### config.mk
export PLATFORM = sky130hd
export DESIGN_NAME = mcu0_boot_loader_flat
export DESIGN_NICKNAME = d
export VERILOG_FILES = /design/src/rtl/mcu0_boot_loader_if.sv /design/src/rtl/mcu0_boot_loader.sv /design/src/flat_wrapper.sv
export SDC_FILE = /design/constraint.sdc
export NUM_CORES = 1
export LEC_CHECK = 0
export ABC_AREA = 1
export CAP_MARGIN = 20
export CORE_ASPECT_RATIO = 1.25
export CORE_MARGIN = 2
export CORE_UTILIZATION = 49
export CTS_BUF_LIST = sky130_fd_sc_hd__clkbuf_8
export DETAILED_ROUTE_END_ITERATION = 6
export PLACE_DENSITY = 0.69
export SYNTH_ARGS = -nofsm -noshare
export SYNTH_HDL_FRONTEND = slang
export SYNTH_SLANG_ARGS = --single-unit
### constraint.sdc
create_clock -name clock -period 3.9 [get_ports clock]
set_input_delay 0.585 -clock clock [delete_from_list [all_inputs] [get_ports clock]]
set_output_delay 0.585 -clock clock [all_outputs]
set_load 0.03 [all_outputs]
### src/rtl/mcu0_boot_loader_if.sv
// Byte-stream and program-memory bus of the mcu0 boot loader.
// master = stream source / memory observer, slave = the loader itself.
interface mcu0_boot_loader_if #(
    parameter int AW = 5
);
    logic          in_valid;
    logic [7:0]    in_data;
    logic          in_ready;
    logic          mem_we;
    logic [AW-1:0] mem_addr;
    logic [7:0]    mem_wdata;
    logic          cpu_run;
    logic          load_err;

    modport master (
        output in_valid, in_data,
        input  in_ready, mem_we, mem_addr, mem_wdata, cpu_run, load_err
    );

    modport slave (
        input  in_valid, in_data,
        output in_ready, mem_we, mem_addr, mem_wdata, cpu_run, load_err
    );
endinterface

### src/rtl/mcu0_boot_loader.sv
// Loads a SYNC/LEN/DATA/CSUM framed byte stream into mcu0 program memory
// and releases the CPU only after the XOR checksum matches.
module mcu0_boot_loader #(
    parameter int         MEM_BYTES = 32,
    parameter int         AW        = 5,
    parameter logic [7:0] SYNC      = 8'hA5
) (
    input logic                clock,
    input logic                reset_n,
    mcu0_boot_loader_if.slave  bus
);
    localparam logic [7:0] MAX_LEN = (MEM_BYTES > 255) ? 8'd255 : 8'(MEM_BYTES);

    typedef enum logic [2:0] {IDLE, LEN, DATA, CSUM, DONE} state_t;

    state_t        state;
    logic          ready_q;
    logic          we_q;
    logic [AW-1:0] addr_q;
    logic [7:0]    wdata_q;
    logic          run_q;
    logic          err_q;
    logic [7:0]    len;
    logic [7:0]    cnt;
    logic [7:0]    csum;
    logic          take;

    assign take = bus.in_valid && ready_q;

    always_ff @(posedge clock or negedge reset_n) begin
        if (!reset_n) begin
            state   <= IDLE;
            ready_q <= 1'b0;
            we_q    <= 1'b0;
            addr_q  <= '0;
            wdata_q <= '0;
            run_q   <= 1'b0;
            err_q   <= 1'b0;
            len     <= '0;
            cnt     <= '0;
            csum    <= '0;
        end else begin
            we_q    <= 1'b0;
            ready_q <= (state != DONE);
            if (take) begin
                case (state)
                    IDLE: begin
                        if (bus.in_data == SYNC) begin
                            state <= LEN;
                            err_q <= 1'b0;
                            cnt   <= '0;
                            csum  <= '0;
                        end
                    end
                    LEN: begin
                        if (bus.in_data != 8'd0 && bus.in_data <= MAX_LEN) begin
                            len   <= bus.in_data;
                            state <= DATA;
                        end else begin
                            err_q <= 1'b1;
                            state <= IDLE;
                        end
                    end
                    DATA: begin
                        // len <= MEM_BYTES keeps cnt inside the address range
                        we_q    <= 1'b1;
                        addr_q  <= cnt[AW-1:0];
                        wdata_q <= bus.in_data;
                        csum    <= csum ^ bus.in_data;
                        cnt     <= cnt + 8'd1;
                        if (cnt + 8'd1 == len) begin
                            state <= CSUM;
                        end
                    end
                    CSUM: begin
                        if (bus.in_data == csum) begin
                            state   <= DONE;
                            run_q   <= 1'b1;
                            ready_q <= 1'b0;
                        end else begin
                            err_q <= 1'b1;
                            state <= IDLE;
                        end
                    end
                    default: ;
                endcase
            end
        end
    end

    assign bus.in_ready  = ready_q;
    assign bus.mem_we    = we_q;
    assign bus.mem_addr  = addr_q;
    assign bus.mem_wdata = wdata_q;
    assign bus.cpu_run   = run_q;
    assign bus.load_err  = err_q;
endmodule

### src/flat_wrapper.sv
// flat-port wrapper written by rule: the top's interface ports become plain ports
module mcu0_boot_loader_flat 
#(
    parameter int         MEM_BYTES = 32,
    parameter int         AW        = 5,
    parameter logic [7:0] SYNC      = 8'hA5
)
  (clock, reset_n, bus_in_valid, bus_in_data, bus_in_ready, bus_mem_we, bus_mem_addr, bus_mem_wdata, bus_cpu_run, bus_load_err);
  mcu0_boot_loader_if #(.AW(AW)) bus_i ();
  input logic clock;
  input logic reset_n;
  input wire logic [$bits(bus_i.in_valid)-1:0] bus_in_valid;
  input wire logic [$bits(bus_i.in_data)-1:0] bus_in_data;
  output wire logic [$bits(bus_i.in_ready)-1:0] bus_in_ready;
  output wire logic [$bits(bus_i.mem_we)-1:0] bus_mem_we;
  output wire logic [$bits(bus_i.mem_addr)-1:0] bus_mem_addr;
  output wire logic [$bits(bus_i.mem_wdata)-1:0] bus_mem_wdata;
  output wire logic [$bits(bus_i.cpu_run)-1:0] bus_cpu_run;
  output wire logic [$bits(bus_i.load_err)-1:0] bus_load_err;
  assign bus_i.in_valid = bus_in_valid;
  assign bus_i.in_data = bus_in_data;
  assign bus_in_ready = bus_i.in_ready;
  assign bus_mem_we = bus_i.mem_we;
  assign bus_mem_addr = bus_i.mem_addr;
  assign bus_mem_wdata = bus_i.mem_wdata;
  assign bus_cpu_run = bus_i.cpu_run;
  assign bus_load_err = bus_i.load_err;
  mcu0_boot_loader #(.MEM_BYTES(MEM_BYTES), .AW(AW), .SYNC(SYNC)) u_core (.clock(clock), .reset_n(reset_n), .bus(bus_i));
endmodule
==> reports/results.ini <==
[sta]
grt_setup_unrepaired=false
slew_violations=0
post-route-min-period_ns=2.16
fmax_mhz=464
hold_ws_ns=0.430
tightestPinTransition_ns=0.962
min_period_over_period=0.553
relSlewSlack=0.359
finalHoldViolations=0
clock_skew_ns=0.00495
final-setup-viol-count=0
fin_ws_ns=1.74
fin_tns_setup_ns=0

[finish]
fin_area_sq_um=2670
register_area_sq_um=1100
fillCellCount=379
final_nets=310
postLayoutCoreUtil=0.612
drive_gt1_frac=0.0870
multi_input_area_sq_um=927
antenna_cells=0
area_growth_pct=21.8

[synthesis]
synth_edf_count=0
yosys_warnings=0
ys_types=27
ys_seq_area_frac=0.503
synth_ff_type=dfrtp_1
syn-instance-count=268
ys_seq_elements=44
syn_nets=280
syn_area_per_cell_sq_um=8.17
async_flop_share=1.00
synth_area_sq_um=2190

[global_routing]
grt_max_degree=45
overflow=0
grt_pass1_vias=1793
grt_use_total=0.210
antenna_found_initial=0
grt_pass1_wl_mm=8.15

[cts]
insertion_delay_ns=0.30
clockBufferDepth=2
numCtsBuffers=5
cts.repair.resized=0
hold_buffers=0
clock-root-buffer=clkbuf_8
cts_tree=done
clk_pin_slew_ns=0.09
cts_sinks=44
post-cts-setup-buffer-count=0
htreeDepth=2

[route]
met2_length_mm=2.50
wl_met1_mm=1.97
drtIter0Drc=86
vias_per_cell=5.14
first_pass_iters=5
wl_mm=4.77
routed.top_layer=met4
wl_per_cell_um=13.3
ant_nets=0
vias=1835
drc=0
wl_met3_um=155

[placement]
gp_congestion=0.865
postPlaceCellArea_sq_um=2510
hpwl_mm=3.44
port_buffers=27
dpl_worst_slack_ns=1.45

[setup_path]
cp-start-kind=input pin
crit_required_ns=4.06
crit_path_end_kind=flop
critPathMaxFanout=11
path_class=input pin to flop
startpoint=bus_in_data[2]
arrival_ns=2.32
rr_startpoint=u_core.cnt[0]

[power_and_ir_drop]
p_per_area_nw_per_um2=365
ir_drop_uv=265
leakagePower_nw=1.32

[job]
cap_violations=0

[floorplanning]
core_area_sq_um=4360
ios=28
dieArea_sq_um=5030
die_w_um=63.8
start_util=0.503
rows=27
die_y_um=78.8

[outcome]
outcome=finished, final reports clean

[hold_path]
hp-class=input pin to asynchronous set/reset pin

state kept, by name (all words and copies together) (netlist names):
signal / count
u_core.bus.mem_wdata: 8
u_core.len: 8
u_core.cnt: 8
u_core.bus.mem_we: 1
u_core.state: 3
u_core.csum: 8
u_core.bus.load_err: 1
u_core.bus.mem_addr: 5
u_core.bus.in_ready: 1
u_core.bus.cpu_run: 1
kinds of logic (layout without fill, tap and decap cells):
kind of cell,Yosys count,after routing,share of synthesized area
compound gates,39,39,0.102
xor+xnor,10,10,0.0400
fa+ha+maj,1,1,0.00571
buf+inv,40,71,0.0742
flops,44,44,0.503
simple gates,134,134,0.275
area by class of cell:
class,instances,share of cell area
clock buffer,5,0.0258
sequential,44,0.413
multi-input combinational,184,0.348
clock inverter,3,0.0338
tap,58,0.0272
timing repair buffer,29,0.105
inverter,34,0.0478
layer usage:
layer  vias to the layer above  global-route usage
met5                         -                   0
met1                       857               0.251
li1                        924                   -
met4                         0              0.0957
met3                        14              0.0368
met2                        40               0.366
final timing paths:
| path | cells past startpoint | slack, ns | end |
|---|---|---|---|
| hold reg to reg | 2 | 0.48 | u_core.bus.mem_wdata[7] |
| max in group asynchronous | 1 | 2.87 | u_core.bus.mem_wdata[7] |
| setup reg to reg | 12 | 2.06 | u_core.state[0] |
| hold / removal | 1 | 0.43 | u_core.bus.mem_we |
| min in group clock | 2 | 0.48 | u_core.bus.mem_wdata[7] |
| setup / recovery | 7 | 1.74 | u_core.csum[0] |
critical path: stages:
cell	delay [ns]
clkdlybuf4s50_1	0.60
nand2_1	0.08
nor2_1	0.14
a31oi_1	0.11
nor3_2	0.43
buf_4	0.28
o22ai_1	0.08
power by group:
group          internal (mW)  switching (mW)  total (mW)
clock network          0.320           0.164       0.484
registers              0.456               0       0.456
logic                 0.0122          0.0212      0.0334
cell usage after synthesis, types with 4 or more instances:
master,n,area [sq um]
o21ai_0,17,85.1
buf_2,4,20.0
dfrtp_1,44,1100
nand3_1,31,155
nor2_1,25,93.8
inv_1,32,120
nor2_2,4,25.0
o22ai_1,9,56.3
nand4_1,5,31.3
a21oi_1,6,30.0
xnor2_1,7,61.3
nand2_2,4,25.0
nand2_1,60,225
placed cells by master (no fill, tap or decap), drive strengths merged:
cell type,count
nand2,64
dfrtp,44
inv,34
nand3,32
nor2,30
clkdlybuf4s50,26
o21ai,20
o22ai,9
xnor2,7
a21oi,7
nand4,5
clkbuf,5
xor2,3
bufinv,3
buf,3
o21bai,2
and2,1
a31oi,1
nor3,1
nor3b,1
ha,1
stage by stage:
| stage | power (mW) | std cells |
|---|---|---|
| after floorplan | 0.474 | 268 |
| after global placement | 0.499 | 349 |
| after detailed placement | 0.499 | 349 |
| after CTS | 0.980 | 357 |
| after global routing | 1.00 | 357 |
| final | 0.973 | 357 |
No activity file was read; power rests on OpenSTA's default activity.
